## src/rtl/mmio_timer_cmp_if.sv

```systemverilog
// Bus-side signals of the MMIO uptime timer: one-cycle access strobe,
// write data, registered read data and the level interrupt.
interface mmio_timer_cmp_if;
    logic        sel;
    logic        we;
    logic [31:0] addr;
    logic [31:0] din;
    logic [31:0] dout;
    logic        irq;

    modport master (output sel, we, addr, din, input dout, irq);
    modport slave  (input sel, we, addr, din, output dout, irq);
endinterface

```

## src/rtl/mmio_timer_cmp.sv

```systemverilog
// Memory-mapped free-running uptime timer. A prescaler produces a tick
// clock-enable every DIV bus cycles; the counter advances on each tick and
// NUM_CMP compare channels latch pending bits that drive a level interrupt.
// Reading COUNT_LO snapshots the upper counter bits so that a following
// COUNT_HI read is coherent with it.
module mmio_timer_cmp #(
    parameter int CLK_HZ  = 100_000_000,
    parameter int TICK_HZ = 1_000_000,
    parameter int CNT_W   = 64,
    parameter int NUM_CMP = 2
) (
    input  logic            clock,
    input  logic            reset,
    mmio_timer_cmp_if.slave bus
);
    localparam int DIV   = CLK_HZ / TICK_HZ;
    localparam int PRE_W = (DIV > 1) ? $clog2(DIV) : 1;
    localparam int HI_W  = CNT_W - 32;

    localparam logic [7:0] OFF_COUNT_LO = 8'h00;
    localparam logic [7:0] OFF_COUNT_HI = 8'h04;
    localparam logic [7:0] OFF_CTRL     = 8'h08;
    localparam logic [7:0] OFF_STATUS   = 8'h0C;

    function automatic logic [7:0] cmp_lo_off(input int i);
        return 8'(16 + 8 * i);
    endfunction

    function automatic logic [7:0] cmp_hi_off(input int i);
        return 8'(20 + 8 * i);
    endfunction

    logic [CNT_W-1:0]   count_q, count_d;
    logic [HI_W-1:0]    hi_shadow_q, hi_shadow_d;
    logic [PRE_W-1:0]   pre_q, pre_d;
    logic               enable_q, enable_d;
    logic [NUM_CMP-1:0] irq_en_q, irq_en_d;
    logic [NUM_CMP-1:0] pending_q, pending_d;
    logic [CNT_W-1:0]   cmp_q [NUM_CMP];
    logic [CNT_W-1:0]   cmp_d [NUM_CMP];
    logic [31:0]        dout_q, dout_d;
    logic               irq_q, irq_d;

    logic [7:0]         off;
    logic               wr, rd, wr_ctrl, wr_status, clear, tick, tick_eff;
    logic [CNT_W-1:0]   count_inc;
    logic [31:0]        rdata;
    logic               unused_addr_bits;

    assign off       = bus.addr[7:0];
    assign wr        = bus.sel & bus.we;
    assign rd        = bus.sel & ~bus.we;
    assign wr_ctrl   = wr && (off == OFF_CTRL);
    assign wr_status = wr && (off == OFF_STATUS);
    assign clear     = wr_ctrl && bus.din[1];
    assign tick      = enable_q && (pre_q == PRE_W'(DIV - 1));
    // A clear in the same cycle swallows the tick, including its compare match.
    assign tick_eff  = tick && !clear;
    assign count_inc = count_q + CNT_W'(1);

    // Only the low byte of the address is decoded.
    assign unused_addr_bits = ^bus.addr[31:8];

    // Next-state logic: prescaler, counter, control, pending bits and compare values.
    always_comb begin
        // NOTE: every variable gets its default first, so no path through
        // the block can leave a value unassigned and infer a latch.
        pre_d       = pre_q;
        count_d     = count_q;
        enable_d    = enable_q;
        irq_en_d    = irq_en_q;
        pending_d   = pending_q;
        cmp_d       = cmp_q;
        hi_shadow_d = hi_shadow_q;
        dout_d      = dout_q;
        irq_d       = |(pending_q & irq_en_q);

        if (clear) begin
            pre_d   = '0;
            count_d = '0;
        end else if (tick) begin
            pre_d   = '0;
            count_d = count_inc;
        end else if (enable_q) begin
            pre_d   = pre_q + PRE_W'(1);
        end

        if (wr_ctrl) begin
            enable_d = bus.din[0];
            irq_en_d = bus.din[8 +: NUM_CMP];
        end

        for (int i = 0; i < NUM_CMP; i++) begin
            // Set has priority over a same-cycle write-1-to-clear.
            pending_d[i] = (tick_eff && (count_inc == cmp_q[i]))
                         || (pending_q[i] && !(wr_status && bus.din[i]));
            if (wr && (off == cmp_lo_off(i))) cmp_d[i][31:0]       = bus.din;
            if (wr && (off == cmp_hi_off(i))) cmp_d[i][CNT_W-1:32] = bus.din[HI_W-1:0];
        end

        // The snapshot and the read data both see the pre-increment count.
        if (rd) begin
            dout_d = rdata;
            if (off == OFF_COUNT_LO) hi_shadow_d = count_q[CNT_W-1:32];
        end
    end

    // Read data multiplexer; unmapped and absent-channel offsets return zero.
    always_comb begin
        rdata = '0;
        case (off)
            OFF_COUNT_LO: rdata = count_q[31:0];
            OFF_COUNT_HI: rdata = 32'(hi_shadow_q);
            OFF_CTRL: begin
                rdata[0]             = enable_q;
                rdata[8 +: NUM_CMP]  = irq_en_q;
            end
            OFF_STATUS:   rdata[NUM_CMP-1:0] = pending_q;
            default:      ;
        endcase
        for (int i = 0; i < NUM_CMP; i++) begin
            if (off == cmp_lo_off(i)) rdata = cmp_q[i][31:0];
            if (off == cmp_hi_off(i)) rdata = 32'(cmp_q[i][CNT_W-1:32]);
        end
    end

    // State registers with synchronous reset.
    always_ff @(posedge clock) begin
        // NOTE: sequential state uses non-blocking assignments so every
        // register samples the values that existed before the edge.
        if (reset) begin
            count_q     <= '0;
            hi_shadow_q <= '0;
            pre_q       <= '0;
            enable_q    <= 1'b0;
            irq_en_q    <= '0;
            pending_q   <= '0;
            dout_q      <= '0;
            irq_q       <= 1'b0;
            // NOTE: the compare array is a few flops rather than a RAM, so it
            // is reset like any other register (to all-ones, i.e. far away).
            for (int i = 0; i < NUM_CMP; i++) cmp_q[i] <= '1;
        end else begin
            count_q     <= count_d;
            hi_shadow_q <= hi_shadow_d;
            pre_q       <= pre_d;
            enable_q    <= enable_d;
            irq_en_q    <= irq_en_d;
            pending_q   <= pending_d;
            dout_q      <= dout_d;
            irq_q       <= irq_d;
            cmp_q       <= cmp_d;
        end
    end

    assign bus.dout = dout_q;
    assign bus.irq  = irq_q;
endmodule

```

## src/flat_wrapper.sv

```systemverilog
// flat-port wrapper written by rule: the top's interface ports become plain ports
module mmio_timer_cmp_flat 
#(
    parameter int CLK_HZ  = 100_000_000,
    parameter int TICK_HZ = 1_000_000,
    parameter int CNT_W   = 64,
    parameter int NUM_CMP = 2
)
  (clock, reset, bus_sel, bus_we, bus_addr, bus_din, bus_dout, bus_irq);
  mmio_timer_cmp_if bus_i ();
  input  logic clock;
  input  logic reset;
  input wire logic [$bits(bus_i.sel)-1:0] bus_sel;
  input wire logic [$bits(bus_i.we)-1:0] bus_we;
  input wire logic [$bits(bus_i.addr)-1:0] bus_addr;
  input wire logic [$bits(bus_i.din)-1:0] bus_din;
  output wire logic [$bits(bus_i.dout)-1:0] bus_dout;
  output wire logic [$bits(bus_i.irq)-1:0] bus_irq;
  assign bus_i.sel = bus_sel;
  assign bus_i.we = bus_we;
  assign bus_i.addr = bus_addr;
  assign bus_i.din = bus_din;
  assign bus_dout = bus_i.dout;
  assign bus_irq = bus_i.irq;
  mmio_timer_cmp #(.CLK_HZ(CLK_HZ), .TICK_HZ(TICK_HZ), .CNT_W(CNT_W), .NUM_CMP(NUM_CMP)) u_core (.clock(clock), .reset(reset), .bus(bus_i));
endmodule
```

## config.mk

```make
export PLATFORM = sky130hd
export DESIGN_NAME = mmio_timer_cmp_flat
export DESIGN_NICKNAME = d
export VERILOG_FILES = /design/src/rtl/mmio_timer_cmp_if.sv /design/src/rtl/mmio_timer_cmp.sv /design/src/flat_wrapper.sv
export SDC_FILE = /design/constraint.sdc
export NUM_CORES = 1
export LEC_CHECK = 0
export BUFFER_PORTS_ARGS = -buffer_cell sky130_fd_sc_hd__buf_2
export CORE_MARGIN = 1
export CORE_UTILIZATION = 61
export DETAILED_ROUTE_END_ITERATION = 16
export PLACE_DENSITY = 0.92
export SYNTH_ARGS = -nofsm -noshare
export SYNTH_HDL_FRONTEND = slang
export SYNTH_SLANG_ARGS = --single-unit
```

## constraint.sdc

```tcl
create_clock -name clock -period 3.9 [get_ports clock]
set_clock_uncertainty 0.2 [all_clocks]
set_input_delay 0.975 -clock clock [delete_from_list [all_inputs] [get_ports clock]]
set_output_delay 0.975 -clock clock [all_outputs]
set_load 0.01 [all_outputs]
```

After elaboration in Yosys (flattened, before gate mapping)
Cells that the tools add are included.
{"block": "totals", "in_bits": 68, "register_bits": 269, "out_inout_bits": 33}
{"block": "op_classes", "n_reduce_logical": 25, "n_addsub": 2, "n_bitwise": 4, "eq_ne": 10, "mux": 9}
{"operator": "equality test 64 bit", "n": 2}
{"operator": "2-to-1 mux 32 bit", "n": 4}
{"operator": "adder 64 x 1 -> 64 bit, second input constant", "n": 1}
{"operator": "case mux 22 bit (2 select lines)", "n": 1}
{"operator": "equality test 8 x 5 -> 1 bit, second input constant", "n": 4}
{"operator": "equality test 8 x 4 -> 1 bit, second input constant", "n": 2}
{"operator": "logical AND 1 bit", "n": 15}
{"operator": "case mux 6 bit (2 select lines)", "n": 1}
{"operator": "equality test 8 x 3 -> 1 bit, second input constant", "n": 1}
{"operator": "zero test 8 bit", "n": 1}
{"operator": "adder 7 x 1 -> 7 bit, second input constant", "n": 1}
{"operator": "equality test 7 bit, second input constant", "n": 1}
{"operator": "case mux 2 bit (3 select lines)", "n": 1}
{"operator": "case mux 1 bit (4 select lines)", "n": 1}
{"operator": "OR reduction 2 bit", "n": 2}
{"operator": "zero test 1 bit", "n": 3}
{"operator": "case mux 1 bit (3 select lines)", "n": 1}
{"operator": "OR reduction 3 bit", "n": 1}
{"operator": "bitwise AND 1 bit", "n": 2}
{"operator": "bitwise AND 2 bit", "n": 1}
{"operator": "logical OR 1 bit", "n": 2}
{"operator": "AND reduction 2 bit", "n": 1}
{"operator": "inverter 1 bit", "n": 1}

Longest topological paths before layout
Gate-level depths: netlist of the first run.
{"block": "depth", "word_depth": 7, "ltp_mapped": 12}

Least setup slack after synthesis of the first run
OpenSTA, ideal clock, no wires.
{"block": "synth_timing", "path_type": "input port to flip-flop", "startpoint": "input port bus_addr[7]", "endpoint": "register u_core.hi_shadow_q[29]", "setup_ps": 70, "path_slack_ps": 325, "arrival_ps": 3305, "path_stages": 9, "cell_sequence": "or4_1 nor4_1 nor2b_1 clkbuf_1 and2_1 clkbuf_1 clkbuf_1 nand2_1 a21oi_1"}
{"block": "synth_via", "elab_chain_len": 2}
{"item": "start, declared", "line": "flat_wrapper.sv:15", "source": "input wire logic [$bits(bus_i.addr)-1:0] bus_addr;"}
{"item": "zero test 8 bit", "line": "mmio_timer_cmp.sv:104", "source": "if (off == OFF_COUNT_LO) hi_shadow_d = count_q[CNT_W-1:32];"}
{"item": "AND reduction 2 bit (no source line)"}
{"item": "end signal, assigned", "line": "mmio_timer_cmp.sv:145", "source": "hi_shadow_q <= hi_shadow_d;"}
{"item": "end, declared", "line": "mmio_timer_cmp.sv:34", "source": "logic [HI_W-1:0] hi_shadow_q, hi_shadow_d;"}
Every way passes these cells.
A chain may end at the register's enable or synchronous reset.

Worst setup path in the final report of the first run
{"block": "layout_timing", "startpoint": "register u_core.count_q[17]", "endpoint": "register u_core.pending_q[1]"}
{"block": "layout_via", "elab_chain_len": 4}
{"item": "start, declared", "line": "mmio_timer_cmp.sv:33", "source": "logic [CNT_W-1:0] count_q, count_d;"}
{"item": "start signal, assigned", "line": "mmio_timer_cmp.sv:144", "source": "count_q <= count_d;"}
{"item": "adder 64 x 1 -> 64 bit", "line": "mmio_timer_cmp.sv:59", "source": "assign count_inc = count_q + CNT_W'(1);"}
{"item": "equality test 64 bit", "line": "mmio_timer_cmp.sv:95", "source": "pending_d[i] = (tick_eff && (count_inc == cmp_q[i]))"}
{"item": "logical AND 1 bit", "line": "mmio_timer_cmp.sv:95"}
{"item": "logical OR 1 bit", "line": "mmio_timer_cmp.sv:96", "source": "|| (pending_q[i] && !(wr_status && bus.din[i]));"}
{"item": "end signal, assigned", "line": "mmio_timer_cmp.sv:149", "source": "pending_q <= pending_d;"}
{"item": "end, declared", "line": "mmio_timer_cmp.sv:38", "source": "logic [NUM_CMP-1:0] pending_q, pending_d;"}
Every way passes these cells.

==> reports/results.txt, run 1 <==
Clock Tree Buf Depth = 3
delay-heaviest family, CP = simple AND/OR/NAND/NOR gates
post-synth cell types = 71
largest net degree at the start of global routing = 126
Fmax = 260 MHz
Routed Antenna Nets = 0
post-route cell area = 0.0178 mm^2
Max-Cap Viols = 0
Max stage delay on crit path = 0.60 ns
Hold Buf Count CTS = 0
IO Port Bufs = 76
setup TNS = 0 ns
Hold Violations, Final = 0
Root Driver = clkbuf_16
DIE HEIGHT = 159 um
status = complete, no violations
post-route setup slack = 0.0596 ns
Hold WC Path Type = reg -> reg
I/O pin count = 101
Total Routed Length = 63700 um
worst-margin pin slew = 1.20 ns
Required @ worst endpoint = 4.20 ns
ANT cells = 0
Crit. End Element = flip-flop
Final Wtd Congestion = 1.01
global route overflow = 0
sequential share of the synthesized area = 0.358
Setup Buffers After CTS = 0
Lkg Pwr = 0.00678 uW
startpoint types = flip-flop
vias in the first global route = 15312
Core ar. = 0.0242 mm^2
Clock Latency Late Sink = 0.58 ns
Starting Density = 0.620
drt via density = 6.81
clock period minus final worst setup slack = 3.84 ns
Layout Utilization = 0.736
Ys Warns = 0
die area = 0.0253 mm^2
share of cells above drive strength 1 = 0.177
average cell area after synthesis = 7.97 um^2
GRT Util Overall = 0.492
CTS Buf Count = 28
Rows = 57
Hold Crit Start = u_core.hi_shadow_q[17]$_SDFFE_PP0P_
slowest cell on the critical path = or4b_1
Critical Path AT = 4.14 ns
Max-slew headroom = 0.200
dpl ws = 0.0773 ns
total number of vias = 16195
worst hold slack = 0.261 ns
DR iter-0 viols = 2546
# DRC = 0
commonest non-fill, non-tap cell in the layout = nand2_1
most frequent cells in the layout = 345 x nand2_1, 269 x dfxtp_1, 199 x buf_4
Max Slew Vio Count = 0
flop and latch count out of synthesis = 269
worst r2r src = u_core.count_q[17]$_SDFFE_PP0P_
syn_nets = 1957
drt pass-1 iters = 8
Async SR Flop Fraction = 0
critical-path cell list = and4_1 > nand2_1 > nor4_4 > nand4_1 > xnor2_1 > a21oi_1 > or4b_1 > nor4_1 > buf_4 > a31o_1
Die X = 159 um
Reg clk slew, reported paths = 0.07 ns
Synth Cell Area = 0.0150 mm^2
H-tree depth = 1
start point of the critical path = u_core.count_q[17]$_SDFFE_PP0P_
clock sinks = 269
PwrDens = 327 mW/mm^2
critical path peak fanout = 7
Detail Placement HPWL = 46200 um
first-pass GRT wire length = 94000 um
area grow syn2layout = 18.6%
Mapped Cells = 1887
critical path buffer and inverter count = 1
prevailing post-synth register cell = dfxtp_1
Post-synth EDFFs = 0
crit share post-route = 0.985
initial antenna violation count = 2
RSZ-0062 raised after global routing = false
Final #Nets = 2103
Max IR drop VDD = 384 uV
area post-placement = 0.0168 mm^2
CP Class = reg -> reg
CTS tree = done
Wirelength per Cell = 26.8 um
# setup viols final = 0
## worst paths after layout
check                                                            to  slack, ns  depth (start not counted)
worst min-delay path            u_core.hi_shadow_q[17]$_SDFFE_PP0P_       0.26                          2
worst max register to register       u_core.pending_q[1]$_SDFF_PP0_       0.06                         10
worst max-delay path                 u_core.pending_q[1]$_SDFF_PP0_       0.06                         10
worst min register to register  u_core.hi_shadow_q[17]$_SDFFE_PP0P_       0.26                          2
## area by class of cell
cell class                      instances  area [um^2]
Inverter                               15         56.3
Sequential cell                       269         5390
Timing Repair Buffer                  279         1970
Clock buffer                           40          826
Clock inverter                         12          148
Multi-Input combinational cell       1440         9060
Fill cell                            1754         6400
Tap cell                              324          405
## routing by layer
| metal | share of wire | routed length (um) | global-route usage |
|---|---|---|---|
| met2 | 0.43 | 27100 | 0.768 |
| met5 | 0.00036 | 23 | 0 |
| met4 | 0.099 | 6320 | 0.375 |
| met3 | 0.11 | 7190 | 0.0927 |
| met1 | 0.36 | 23000 | 0.603 |
## Yosys cell counts, types with 4 or more instances
| master | n | area [um^2] |
|---|---|---|
| nand2_1 | 345 | 1290 |
| dfxtp_1 | 269 | 5390 |
| xnor2_1 | 143 | 1250 |
| clkbuf_1 | 139 | 522 |
| nor2_1 | 126 | 473 |
| nand3b_1 | 99 | 743 |
| a21oi_1 | 93 | 465 |
| xor2_1 | 78 | 683 |
| o21ai_0 | 58 | 290 |
| nand3_1 | 56 | 280 |
| nand4_1 | 46 | 288 |
| nor2b_1 | 37 | 231 |
| a211o_1 | 35 | 307 |
| a222oi_1 | 30 | 300 |
| a22oi_1 | 28 | 210 |
| nor3_1 | 28 | 140 |
| nor4_1 | 24 | 150 |
| or3_1 | 24 | 150 |
| a211oi_1 | 23 | 173 |
| and3_1 | 17 | 106 |
| and4_1 | 17 | 149 |
| inv_1 | 15 | 56.3 |
| or4_1 | 15 | 113 |
| buf_2 | 13 | 65.1 |
| and2_1 | 11 | 68.8 |
| nor3b_1 | 10 | 75.1 |
| buf_1 | 9 | 33.8 |
| a22o_1 | 7 | 61.3 |
| xnor3_1 | 6 | 135 |
| nand2b_1 | 5 | 31.3 |
| o2111ai_1 | 5 | 43.8 |
| a221oi_1 | 4 | 35.0 |
| a311oi_1 | 4 | 35.0 |
| a31oi_1 | 4 | 25.0 |
| mux2_2 | 4 | 45.0 |
## report_power, final
part	total, uW	leakage [uW]	internal [uW]	switching (uW)
combinational	222	0.00413	76.8	145
clock	2840	0.000475	1620	1220
sequential	2780	0.00218	2770	13.0
## registers in the layout (all words and copies together) (netlist names)
| signal | flops |
|---|---|
| u_core.cmp_q | 128 |
| u_core.count_q | 64 |
| u_core.bus.dout | 32 |
| u_core.hi_shadow_q | 32 |
| u_core.pre_q | 7 |
| u_core.irq_en_q | 2 |
| u_core.pending_q | 2 |
| u_core.bus.irq | 1 |
| u_core.enable_q | 1 |
## worst register-to-register path: cells and delay by family, from the launching register on
family	cells	cell delay [ns]
flip-flops	1	0.54
AND/OR/NAND/NOR	6	2.26
buffers and inverters	1	0.17
AO/OA/AOI/OAI	2	0.43
XOR/XNOR	1	0.19
## repair_timing
item                       in CTS  in global routing
resized for setup               0                 10
hold endpoints to repair        0                  0
setup endpoints to repair       0                  2
## kinds of logic (layout without fill, tap and decap cells)
family                   after synthesis  after routing  share of synthesized area
AND/OR/NAND/NOR                      881            881                      0.304
AO/OA/AOI/OAI                        322            322                      0.146
flip-flops                           269            269                      0.358
XOR/XNOR                             228            228                      0.139
buffers and inverters                178            346                     0.0458
multiplexers                           7              7                    0.00499
adder cells (fa/ha/maj)                2              2                    0.00166
## stage by stage
step	power [uW]	std cells
floorplan	2950	1887
global placement	3040	2327
detailed placement	3050	2327
CTS	5810	2379
global route	5920	2379
finish	5840	2379
Note: power is estimated with default switching activity, not from simulation.
==> run 2, diff against run 1 <==
Settings changed: ABC_AREA set to 1, SKIP_LAST_GASP set to 1, TNS_END_PERCENT set to 5.
==> run 2 against run 1 <==
Against the previous run: non-clock buffer count shrank 170; combinational power shrank 14%; core utilization shrank 3.5 points; synthesized cell count grew 19%; sequential cell count is the same; area after synthesis shrank 1.3%; largest cell class unchanged; largest power group unchanged.
==> reports/results.txt, run 2 <==
top-count cell post-synth = nand2_1
# DRC = 0
Root Driver = clkbuf_16
DR iter-0 viols = 2564
register area = 0.00539 mm^2
total number of vias = 16788
drt pass-1 iters = 7
met2 WL = 25700 um
CTS tree = done
GRT Util Overall = 0.475
Max-Cap Viols = 0
status = complete, no violations
clock period minus final worst setup slack = 3.45 ns
dpl ws = 0.603 ns
Max IR drop VDD = 367 uV
worst-margin pin slew = 1.09 ns
commonest non-fill, non-tap cell in the layout = nand2_1
Yosys top cell by area = dfxtp_1
Final #Nets = 2369
most frequent cells in the layout = 581 x nand2_1, 269 x dfxtp_1, 235 x inv_1
Multi-input gate area = 0.00825 mm^2
Total Routed Length = 60200 um
average cell area after synthesis = 6.59 um^2
Layout fillers = 2012
RSZ-0062 raised after global routing = false
prevailing post-synth register cell = dfxtp_1
Final Wtd Congestion = 1.06
Wirelength per Cell = 22.8 um
Lkg Pwr = 0.00733 uW
area grow syn2layout = 11.9%
share of cells above drive strength 1 = 0.100
CP Class = reg -> reg
Largest Register = u_core.cmp_q
Hold Buf Count CTS = 0
Post-synth top cells = 582 x nand2_1, 269 x dfxtp_1, 236 x inv_1
top sig layer = met5
Max Slew Vio Count = 0
met3 wire len = 8230 um
Required @ worst endpoint = 4.19 ns
PnR Total Power = 5890 uW
area post-placement = 0.0156 mm^2
Critical Path AT = 3.74 ns
Starting Density = 0.627
crit share post-route = 0.885
largest net degree at the start of global routing = 83
post-route setup slack = 0.449 ns
# setup viols final = 0
Post-synth EDFFs = 0
PwrDens = 355 mW/mm^2
top-area cell type share of the netlist area = 0.363
die area = 0.0250 mm^2
Clock Latency Late Sink = 0.56 ns
vias in the first global route = 15207
post-route cell area = 0.0166 mm^2
Core ar. = 0.0237 mm^2
syn_nets = 2323
Crit. End Element = flip-flop
Hold WC Path Type = reg -> reg
Setup Buffers After CTS = 0
worst hold slack = 0.262 ns
startpoint types = flip-flop
drt via density = 6.36
Mapped Cells = 2253
first-pass GRT wire length = 88000 um
Largest regs = u_core.cmp_q: 128 flops, u_core.count_q: 64 flops
Max-slew headroom = 0.271
CTS resizes = 0
global route overflow = 0
CTS Buf Count = 28
top post-synthesis cells by area = dfxtp_1 36%, nand2_1 15%, o21ai_0 7.3%
post-synth cell types = 40
H-tree depth = 1
critical path peak fanout = 4
Clock Tree Buf Depth = 3
Detail Placement HPWL = 42200 um
I/O pin count = 101
met1 WL = 22600 um
Die X = 158 um
Fmax = 290 MHz
Hold Violations, Final = 0
DIE HEIGHT = 158 um
sequential share of the synthesized area = 0.363
Rows = 56
Reg clk slew, reported paths = 0.07 ns
Synth Cell Area = 0.0148 mm^2
IO Port Bufs = 76
clock sinks = 269
Routed Antenna Nets = 0
max reg flops = 128
Ys Warns = 0
flop and latch count out of synthesis = 269
Async SR Flop Fraction = 0
setup TNS = 0 ns
initial antenna violation count = 3
-- run 2: cell types whose count changed in the layout (fill, tap and decap cells not counted), sizes merged, moves of 91 or more --
cell    previous run  this run
nand2            346       604
nand3             56       214
xnor2            143         2
nand3b            99         8
o21ai             59       231
buf              279       109
a21oi             93       200
inv               16       240
-- run 2: area by class of cell --
cell class	instances	share of cell area
clock inverter	17	0.0130
tap	319	0.0240
inverter	241	0.0545
multi-input combinational	1650	0.497
antenna	1	0.000151
clock buffer	34	0.0472
sequential	269	0.324
timing repair buffer	109	0.0402
-- run 2: logic make-up (layout without fill, tap and decap cells) --
group	after synthesis	count (layout)	synth area share
compound gates	533	533	0.197
xor+xnor	55	55	0.0474
other cells	0	1	0
simple gates	1060	1060	0.306
buf+inv	334	401	0.0851
flops	269	269	0.363
fa+ha+maj	2	2	0.00169
-- run 2: worst max-delay path, cell delays in order, from the launching register on --
cell,delay [ns]
dfxtp_1,0.47
nand2_1,0.15
nor2_1,0.20
nand2_1,0.27
nor2_1,0.39
nand2_1,0.30
inv_1,0.16
nand3_1,0.15
nand3_1,0.13
nand3_1,0.14
nor2_1,0.24
nand2_1,0.17
nor2_1,0.12
nand3_1,0.15
a21oi_2,0.14
-- run 2: per-stage QoR --
step | std cells | utilization
after global routing | 2639 | 0.701
after floorplan | 2253 | -
after global placement | 2588 | 0.659
after CTS | 2639 | 0.701
final | 2640 | 0.702
after detailed placement | 2588 | 0.659
-- run 2: routing by layer --
metal / up-vias / track usage
met3: 274 / 0.143
met2: 1334 / 0.731
li1: 7547 / -
met4: 2 / 0.248
met5: - / 0
met1: 7631 / 0.599
-- run 2: final timing paths --
kind / start / end / slack, ns / cells past startpoint
hold / removal: u_core.bus.dout[4]$_SDFFE_PP0P_ / u_core.bus.dout[4]$_SDFFE_PP0P_ / 0.26 / 2
setup / recovery: u_core.count_q[26]$_SDFFE_PP0P_ / u_core.pending_q[0]$_SDFF_PP0_ / 0.45 / 14
setup reg to reg: u_core.count_q[26]$_SDFFE_PP0P_ / u_core.pending_q[0]$_SDFF_PP0_ / 0.45 / 14
hold reg to reg: u_core.bus.dout[4]$_SDFFE_PP0P_ / u_core.bus.dout[4]$_SDFFE_PP0P_ / 0.26 / 2
-- run 2: power by group --
group | leakage [uW] | internal (uW) | switching (uW)
clock network | 0.000497 | 1750 | 1190
logic | 0.00467 | 47.4 | 143
registers | 0.00217 | 2750 | 2.84
